===== config.mk =====
export PLATFORM = sky130hd
export DESIGN_NAME = seq_mult_radix
export DESIGN_NICKNAME = d
export VERILOG_FILES = /design/src/rtl/seq_mult_pkg.sv /design/src/rtl/seq_mult_pp_step.sv /design/src/rtl/seq_mult_radix.sv
export SDC_FILE = /design/constraint.sdc
export NUM_CORES = 1
export LEC_CHECK = 0
export CORE_MARGIN = 3
export CORE_UTILIZATION = 58
export DETAILED_ROUTE_END_ITERATION = 8
export PLACE_DENSITY = 0.81
export SYNTH_ARGS = -nofsm -noshare
export SYNTH_HDL_FRONTEND = slang
export SYNTH_SLANG_ARGS = --single-unit
export TNS_END_PERCENT = 100

===== constraint.sdc =====
create_clock -name clk -period 3.5 [get_ports clk]
set_input_delay 0.875 -clock clk [delete_from_list [all_inputs] [get_ports clk]]
set_output_delay 0.875 -clock clk [all_outputs]
set_load 0.01 [all_outputs]

===== src/rtl/seq_mult_pkg.sv =====
// Shared types and helpers for the iterative radix-2^k multiplier.
package seq_mult_pkg;

  typedef enum logic [1:0] {
    ST_IDLE = 2'd0,
    ST_RUN  = 2'd1,
    ST_FIX  = 2'd2,
    ST_DONE = 2'd3
  } state_e;

  localparam int MAX_W = 64;

  typedef struct packed {
    logic             neg;
    logic [MAX_W-1:0] mag;
  } abs_t;

  function automatic int cnt_w(input int iter);
    return (iter > 1) ? $clog2(iter) : 1;
  endfunction

  // v holds a w-bit value zero-extended; the most negative input maps to 2^(w-1).
  function automatic abs_t abs_w(input logic [MAX_W-1:0] v, input int w, input logic sgn);
    abs_t             r;
    logic [MAX_W-1:0] mask;
    logic             sbit;
    mask  = (MAX_W'(1) << w) - MAX_W'(1);
    sbit  = |(v & (MAX_W'(1) << (w - 1)));
    r.neg = sgn & sbit;
    r.mag = r.neg ? ((~v + MAX_W'(1)) & mask) : (v & mask);
    return r;
  endfunction

endpackage


===== src/rtl/seq_mult_pp_step.sv =====
// One digit of partial product: acc_o = acc_i + (mcand_i * digit_i) << shift_i.
module seq_mult_pp_step #(
  parameter int WIDTH      = 8,
  parameter int RADIX_BITS = 1,
  parameter int AW         = 2*WIDTH + RADIX_BITS,
  parameter int SW         = $clog2(WIDTH) + 1
) (
  input  logic [AW-1:0]         acc_i,
  input  logic [WIDTH-1:0]      mcand_i,
  input  logic [RADIX_BITS-1:0] digit_i,
  input  logic [SW-1:0]         shift_i,
  output logic [AW-1:0]         acc_o
);

  localparam int PW = WIDTH + RADIX_BITS;

  logic [RADIX_BITS-1:0][PW-1:0] pp_rows;
  logic [PW-1:0]                 pp_sum;

  for (genvar j = 0; j < RADIX_BITS; j++) begin : g_row
    assign pp_rows[j] = digit_i[j] ? (PW'(mcand_i) << j) : '0;
  end

  // mcand * (2^R - 1) < 2^(WIDTH+R), so the row sum never wraps in PW bits.
  always_comb begin
    pp_sum = '0;
    for (int j = 0; j < RADIX_BITS; j++) pp_sum = pp_sum + pp_rows[j];
  end

  assign acc_o = acc_i + (AW'(pp_sum) << shift_i);

endmodule


===== src/rtl/seq_mult_radix.sv =====
// Iterative signed/unsigned multiplier retiring RADIX_BITS multiplier bits per clock.
module seq_mult_radix
  import seq_mult_pkg::*;
#(
  parameter int WIDTH      = 8,
  parameter int RADIX_BITS = 1
) (
  input  logic                 clk,
  input  logic                 rst_n,
  input  logic                 start,
  input  logic                 is_signed,
  input  logic                 abort,
  input  logic [WIDTH-1:0]     a,
  input  logic [WIDTH-1:0]     b,
  output logic                 busy,
  output logic                 done,
  output logic [2*WIDTH-1:0]   product
);

  localparam int ITER = WIDTH / RADIX_BITS;
  localparam int CW   = cnt_w(ITER);
  localparam int AW   = 2*WIDTH + RADIX_BITS;
  localparam int SW   = $clog2(WIDTH) + 1;

  if (WIDTH < 2 || RADIX_BITS < 1 || (WIDTH % RADIX_BITS) != 0 || WIDTH > MAX_W) begin : g_bad_cfg
    $error("seq_mult_radix: WIDTH must be >=2, <=64 and a multiple of RADIX_BITS");
  end

  state_e             state_q, state_d;
  logic [WIDTH-1:0]   mcand_q, mcand_d;
  logic [WIDTH-1:0]   bmag_q,  bmag_d;
  logic               neg_q,   neg_d;
  logic [CW-1:0]      cnt_q,   cnt_d;
  logic [SW-1:0]      shift_q, shift_d;
  logic [AW-1:0]      acc_q,   acc_d;
  logic [2*WIDTH-1:0] prod_q,  prod_d;

  abs_t               a_abs, b_abs;
  logic [AW-1:0]      acc_step;
  logic               unused_abs;

  assign a_abs      = abs_w(MAX_W'(a), WIDTH, is_signed);
  assign b_abs      = abs_w(MAX_W'(b), WIDTH, is_signed);
  assign unused_abs = ^{a_abs.mag, b_abs.mag};

  seq_mult_pp_step #(
    .WIDTH      (WIDTH),
    .RADIX_BITS (RADIX_BITS),
    .AW         (AW),
    .SW         (SW)
  ) u_pp_step (
    .acc_i   (acc_q),
    .mcand_i (mcand_q),
    .digit_i (bmag_q[RADIX_BITS-1:0]),
    .shift_i (shift_q),
    .acc_o   (acc_step)
  );

  always_comb begin
    state_d = state_q;
    mcand_d = mcand_q;
    bmag_d  = bmag_q;
    neg_d   = neg_q;
    cnt_d   = cnt_q;
    shift_d = shift_q;
    acc_d   = acc_q;
    prod_d  = prod_q;
    case (state_q)
      ST_IDLE, ST_DONE: begin
        state_d = ST_IDLE;
        // abort beats a simultaneous start
        if (start && !abort) begin
          state_d = ST_RUN;
          mcand_d = a_abs.mag[WIDTH-1:0];
          bmag_d  = b_abs.mag[WIDTH-1:0];
          neg_d   = a_abs.neg ^ b_abs.neg;
          acc_d   = '0;
          cnt_d   = CW'(ITER - 1);
          shift_d = '0;
        end
      end
      ST_RUN: begin
        if (abort) begin
          state_d = ST_IDLE;
        end else begin
          acc_d   = acc_step;
          bmag_d  = bmag_q >> RADIX_BITS;
          shift_d = shift_q + SW'(RADIX_BITS);
          if (cnt_q == '0) state_d = ST_FIX;
          else             cnt_d   = cnt_q - 1'b1;
        end
      end
      ST_FIX: begin
        if (abort) begin
          state_d = ST_IDLE;
        end else begin
          prod_d  = neg_q ? -acc_q[2*WIDTH-1:0] : acc_q[2*WIDTH-1:0];
          state_d = ST_DONE;
        end
      end
      default: state_d = ST_IDLE;
    endcase
  end

  always_ff @(posedge clk or negedge rst_n) begin
    if (!rst_n) begin
      state_q <= ST_IDLE;
      mcand_q <= '0;
      bmag_q  <= '0;
      neg_q   <= 1'b0;
      cnt_q   <= '0;
      shift_q <= '0;
      acc_q   <= '0;
      prod_q  <= '0;
    end else begin
      state_q <= state_d;
      mcand_q <= mcand_d;
      bmag_q  <= bmag_d;
      neg_q   <= neg_d;
      cnt_q   <= cnt_d;
      shift_q <= shift_d;
      acc_q   <= acc_d;
      prod_q  <= prod_d;
    end
  end

  assign busy    = (state_q == ST_RUN) || (state_q == ST_FIX);
  assign done    = (state_q == ST_DONE);
  assign product = prod_q;

endmodule


### Word-level counts from Yosys, hierarchy flattened

Cells that the tools add are included.

* register bits after elaboration: 59
* output and inout port bits: 18

* bitwise logic cells: 6
* multiplexer cells: 22
* reduce and logical (&&, ||, !) cells: 11
* equal/unequal tests: 7
* add/subtract/negate cells: 6
* shift operators: 1

Operators with widths (number)
* $mux 8: 5
* $mux 17: 2
* $pmux 17 s2: 1
* $add 17x17->17: 1
* $shl 9x4->17: 1
* $add 8x1->8 const B: 2
* $mux 16: 1
* $neg 16->16: 1
* $not 8->8: 2
* $pmux 8 s2: 1
* $mux 3: 3
* $mux 4: 2
* $pmux 4 s2: 1
* $mux 2: 3
* $ne 2x2->1 const B: 3
* $pmux 2 s3: 1
* $pmux 3 s2: 1
* $add 4x1->4 const B: 1
* $eq 2x2->1 const B: 2
* $reduce_and 2->1: 2
* $reduce_and 4->1: 1
* $logic_not 3->1: 1
* $ne 3x3->1 const B: 1
* $reduce_and 3->1: 1
* 12 further kinds: 13

### Depth between registers and ports, before layout

* depth after elaboration: 5
* gate-level depth with buffers: 14
* depth with buffers taken out: 13

### Hierarchy

From an unflattened synthesis, not the netlist that was laid out.

* cells, all modules: 510
* area, all modules: 4291.6 µm²

By module, submodules not included
* seq_mult_radix: times used 1, cells each 339, area each 3106.7 µm², seq. area each 1476.4 µm²
* seq_mult_pp_step: times used 1, cells each 171, area each 1184.9 µm², seq. area each 0.0 µm²

### Worst setup path before layout

Ideal clock, no wire load.

* path kind: reg2reg
* start: reg shift_q[0]
* end: reg acc_q[10]
* period minus slack after synthesis: 2853 ps
* arrival time: 2757 ps
* path buffers: 1
* data required time: 3405 ps
* slack: 647 ps
* stages on the path, launching flop included: 11
* cells stage by stage: dfrtp_1 buf_6 mux4_2 mux2_2 and3_1 ha_1 a2111o_1 o2111ai_1 nand2_1 xnor2_1 o31ai_1

* cells in the longest elaborated chain, start to end: 4

Ends and longest elaborated chain
* start: declaration: RTL line seq_mult_radix.sv:34 `logic [SW-1:0] shift_q, shift_d;`
* start signal: assignment: RTL line seq_mult_radix.sv:121 `shift_q <= shift_d;`
* $shl 9x4->17: RTL line seq_mult_pp_step.sv:30 `assign acc_o = acc_i + (AW'(pp_sum) << shift_i);`
* $add 17x17->17: RTL line seq_mult_pp_step.sv:30
* $mux 17: RTL line seq_mult_radix.sv:83 `if (abort) begin`
* $pmux 17 s2: RTL line seq_mult_radix.sv:68 `case (state_q)`
* end signal: assignment: RTL line seq_mult_radix.sv:113 `acc_q <= '0;`
* end signal: assignment: RTL line seq_mult_radix.sv:122 `acc_q <= acc_d;`
* end: declaration: RTL line seq_mult_radix.sv:35 `logic [AW-1:0] acc_q, acc_d;`

No other way between the ends. The select of a mux whose other input is x is not followed.
A chain may end at the register's enable or synchronous reset.

### Final worst setup path

* start: reg shift_q[0]
* end: reg acc_q[12]

Same word-level chain as after synthesis.

==> parameters.txt <==
Parameter                              Value

Pwr
  Static Leak ... between 2 and 2.5 nW
  Power per cell area ... between 300 and 400 nW/um2
  Worst IR drop on VDD ... approximately 0.00020 V
  Comb power frac ... 0.235
  Switching power ... approximately 0.00057 W
  Portion of total power attributed to the clock network ... 0.310
  Share of total power consumed by net switching ... 0.319
  Internal power of the cells ... between 0.001 and 0.0015 W
  Sequential share of power ... 0.455

Cells and area
  Area growth from synthesis to final layout ... 15.4%
  Share of cells above drive strength 1 ... 0.0725
  Ant diodes ... 0
  Top library cells by usage in the layout, fill and taps aside ... 80 x sky130_fd_sc_hd__nand2_1, 60 x sky130_fd_sc_hd__o21ai_0, 57 x sky130_fd_sc_hd__dfrtp_1, 37 x sky130_fd_sc_hd__clkdlybuf4s50_1, 31 x sky130_fd_sc_hd__nor2_1
  Total of fill cells in the finished design ... slightly below 600
  Final Net Count ... approximately 570
  Final Instance Count excl. Fillers ... between 600 and 700
  Area of all placed cells without fillers ... 4730 um2
  Most common library cell in the layout ignoring fill and taps ... sky130_fd_sc_hd__nand2_1

Detailed routing
  Final wirelength ... 8690 um
  Starting DRT DRC Count ... 148
  Vias ... 3641
  Via density per instance ... ~6
  Remaining routing DRC violations ... 0
  Average routed wire per standard cell ... 14.0 um
  First-pass detailed-route iteration total ... 4
  DRT antenna net count ... 0

Global route
  Via count of the first global-routing pass ... 3350
  Global routing usage on met2 ... 0.398
  Wire length of the first global-routing pass ... around 15000 um
  Initial antenna violation count ... 0
  GR Layer Usage met3 ... 0.0410
  Largest net degree at the start of global routing ... 46
  Global-route track usage on met1 ... 0.263
  Layer with the highest usage ... met2
  Overflow after GRT ... 0
  Total track usage ... 0.221

Timing
  Total negative slack ... 0 ns
  Fmax achieved ... roughly 310 MHz
  Slew Limit Headroom ... 0.356
  Period utilisation layout ... 0.925
  Number of hold violations in the final report ... 0
  Max-slew violation count ... 0
  Clock Skews ... roughly 0.011 ns
  Fin crit period ... between 3 and 4 ns
  Slew of the pin with the lowest slew margin ... 0.966 ns
  Unrepaired setup endpoints after global routing ... false
  Final setup viols ... 0

Floorplan
  I/O Pins ... 39
  Die X ... between 90 and 100 um
  Row count ... 30
  Core region area ... 6830 um2
  Overall die height ... about 90 um
  Starting density of the core ... 0.600
  Die Outline Area ... a little over 8000 um2

Logic synthesis
  Post-synth ARST share ... 1.00
  Compound-Gate Fraction of Synth Area ... 0.195
  Post-synthesis share of cell area spent on full adders, half adders and majority gates ... 0.0812
  Synth area leaders ... sky130_fd_sc_hd__dfrtp_1 35%, sky130_fd_sc_hd__ha_1 7.6%, sky130_fd_sc_hd__nand2_1 7.3%
  Number of synthesized flops with an enable pin ... 0
  Main combinational cell family by area after synthesis ... compound AO/OA/AOI/OAI gates
  Post-synth top area cell ... sky130_fd_sc_hd__dfrtp_1
  Simple-gate portion of the synthesized area ... 0.192
  Yosys warnings ... 0
  Post-synth top area share ... 0.354
  Cell area after technology mapping ... just over 4000 um2
  Post-synth cell types ... 54
  Post-synthesis share of cell area spent on xor and xnor gates ... 0.0790
  Multiplexer area fraction after synthesis ... 0.0589
  Post-Synthesis Cells ... about 500
  Most used flip-flop cell after synthesis ... sky130_fd_sc_hd__dfrtp_1
  Total nets after synthesis ... ~530
  Count of state elements after synthesis ... 58
  Post-synthesis sequential area ratio ... 0.354
  Post-synthesis average cell area ... between 8 and 9 um2

Clock tree
  Clock slew at reported path FFs ... roughly 0.070 ns
  Clock buffer depth ... 2
  Number of buffers created by CTS ... 9
  Number of H-tree levels ... 3
  TritonCTS clock tree ... built
  Post-CTS repair timing setup buffer count ... 0
  Latest clock arrival within the worst-skew pair ... about 0.34 ns
  Total clock sinks ... between 50 and 60
  Clock root cell ... sky130_fd_sc_hd__clkbuf_8

Setup path
  Critical-path cell with the highest stage delay ... sky130_fd_sc_hd__dfrtp_1
  Critical R2R Launch ... shift_q[0]
  Top cell family by delay on the critical path ... compound AO/OA/AOI/OAI gates
  Maximum fanout encountered on the critical timing path ... 14
  Worst Reg-to-Reg Cells ... 12
  Slowest Stage Delay on Critical Path ... ~0.50 ns
  Worst flop-to-flop path endpoint ... acc_q[12]
  Cells along the critical path ... buf_4 > mux2_2 > a31oi_1 > mux2_2 > nor2_1 > ha_1 > o21a_1 > o31a_1 > o2111ai_1 > a311oi_1 > xnor2_1 > o21ai_0
  Endpoint required time on the critical path ... around 3.7 ns
  Buffering stage count on the worst path with inverters included ... 1
  Critical Path Start Type ... register
  Worst setup EP type ... register
  Signal arrival time at the worst endpoint ... ~3.5 ns
  Worst Setup Path Type ... register to register
  Most frequent cell on the critical path ... sky130_fd_sc_hd__mux2_2
  Internal reg-to-reg setup slack ... about 0.26 ns

Place
  Total of buffers placed on input and output ports ... 38
  Final HPWL from detailed placement ... 6530 um
  Placed cell count ... 605
  Placed Area ... approximately 4600 um2
  RD Place Congestion ... 0.951

Worst hold path
  Worst Hold Depth ... 1
  Worst Hold End ... cnt_q[0]
  Hold_sp ... cnt_q[0]
  Hold crit path type ... register to register

Outcome
  Run status ... finished, final reports clean

Run
  Number of maximum-capacitance constraint violations ... 0
kinds of logic after synthesis:
logic type      count (synthesis)
buf+inv                        41
flops                          58
fa+ha+maj                      26
mux                            19
simple gates                  172
xor+xnor                       37
compound gates                133
per-layer routing:
metal / wire [um] / part of all wire / vias up
met4: 197 / 0.023 / 0
met3: 430 / 0.049 / 20
met1: 3730 / 0.43 / 1740
met5: 0 / 0 / -
li1: - / - / 1794
met2: 4330 / 0.50 / 87
synth_stat cells, drive strengths merged (4+ instances only):
cell,n
dfrtp,58
a31oi,6
or3,4
inv,18
and2,4
nor3,9
o31ai,8
nand2,80
nor2,31
xor2,22
mux2i,8
a21o,5
ha,25
a21oi,25
xnor2,15
nor2b,9
mux2,8
o41ai,4
o21ai,60
nand3,15
clkbuf,20
o22ai,4
nand2b,5
per-stage QoR:
stage | worst slack [ns] | hold slack (ns) | util | power, W
2_1_floorplan | 0.647 | 0.440 | - | 0.00110
3_3_place_gp | 0.303 | 0.458 | 0.667 | 0.00122
3_5_place_dp | 0.254 | 0.459 | 0.667 | 0.00124
4_1_cts | 0.253 | 0.466 | 0.692 | 0.00178
5_1_grt | 0.0829 | 0.496 | 0.692 | 0.00188
6_report | 0.262 | 0.462 | 0.692 | 0.00177
registers in the layout (all words and copies together) (netlist names):
| signal | count |
|---|---|
| bmag_q | 8 |
| neg_q | 1 |
| cnt_q | 3 |
| state_q | 2 |
| product | 16 |
| mcand_q | 8 |
| shift_q | 4 |
| acc_q | 16 |
what timing repair did:
| action | in CTS | in global routing |
|---|---|---|
| hold buffers | 0 | 0 |
| endpoints found under the setup margin | 0 | 1 |
| resized for setup | 0 | 1 |
worst register-to-register path: cells and delay by family (launching register included):
family	cells	cell delay [ns]
multiplexers	2	0.57
flip-flops	1	0.50
AO/OA/AOI/OAI	6	1.23
AND/OR/NAND/NOR	1	0.05
buffers and inverters	1	0.26
XOR/XNOR	1	0.16
adder cells (fa/ha/maj)	1	0.35
final cells by class:
type	count	area [um2]	share of cell area
multi-input combinational	387	2480	0.525
inverter	18	67.6	0.0143
clock buffer	12	155	0.0328
tap	96	120	0.0254
clock inverter	3	15.0	0.00317
sequential	58	1450	0.307
timing repair buffer	46	435	0.0920
worst max-delay path by stage:
stage,startpoint,to,slack [ns],cells past startpoint
2_1_floorplan,shift_q[0],acc_q[10],0.65,10
3_3_place_gp,shift_q[1],acc_q[13],0.30,13
3_5_place_dp,shift_q[1],acc_q[13],0.25,13
4_1_cts,shift_q[1],acc_q[13],0.25,13
5_1_grt,shift_q[0],acc_q[12],0.08,12
6_report,shift_q[0],acc_q[12],0.26,12
power by group through the flow:
stage / registers [W] / clock network (W) / logic, W
6_report: 0.000807 / 0.000551 / 0.000417
4_1_cts: 0.000806 / 0.000558 / 0.000419
3_5_place_dp: 0.000819 / 0 / 0.000418
5_1_grt: 0.000817 / 0.000588 / 0.000475
3_3_place_gp: 0.000813 / 0 / 0.000407
2_1_floorplan: 0.000783 / 0 / 0.000319
Note: power is estimated with default switching activity, not from simulation.
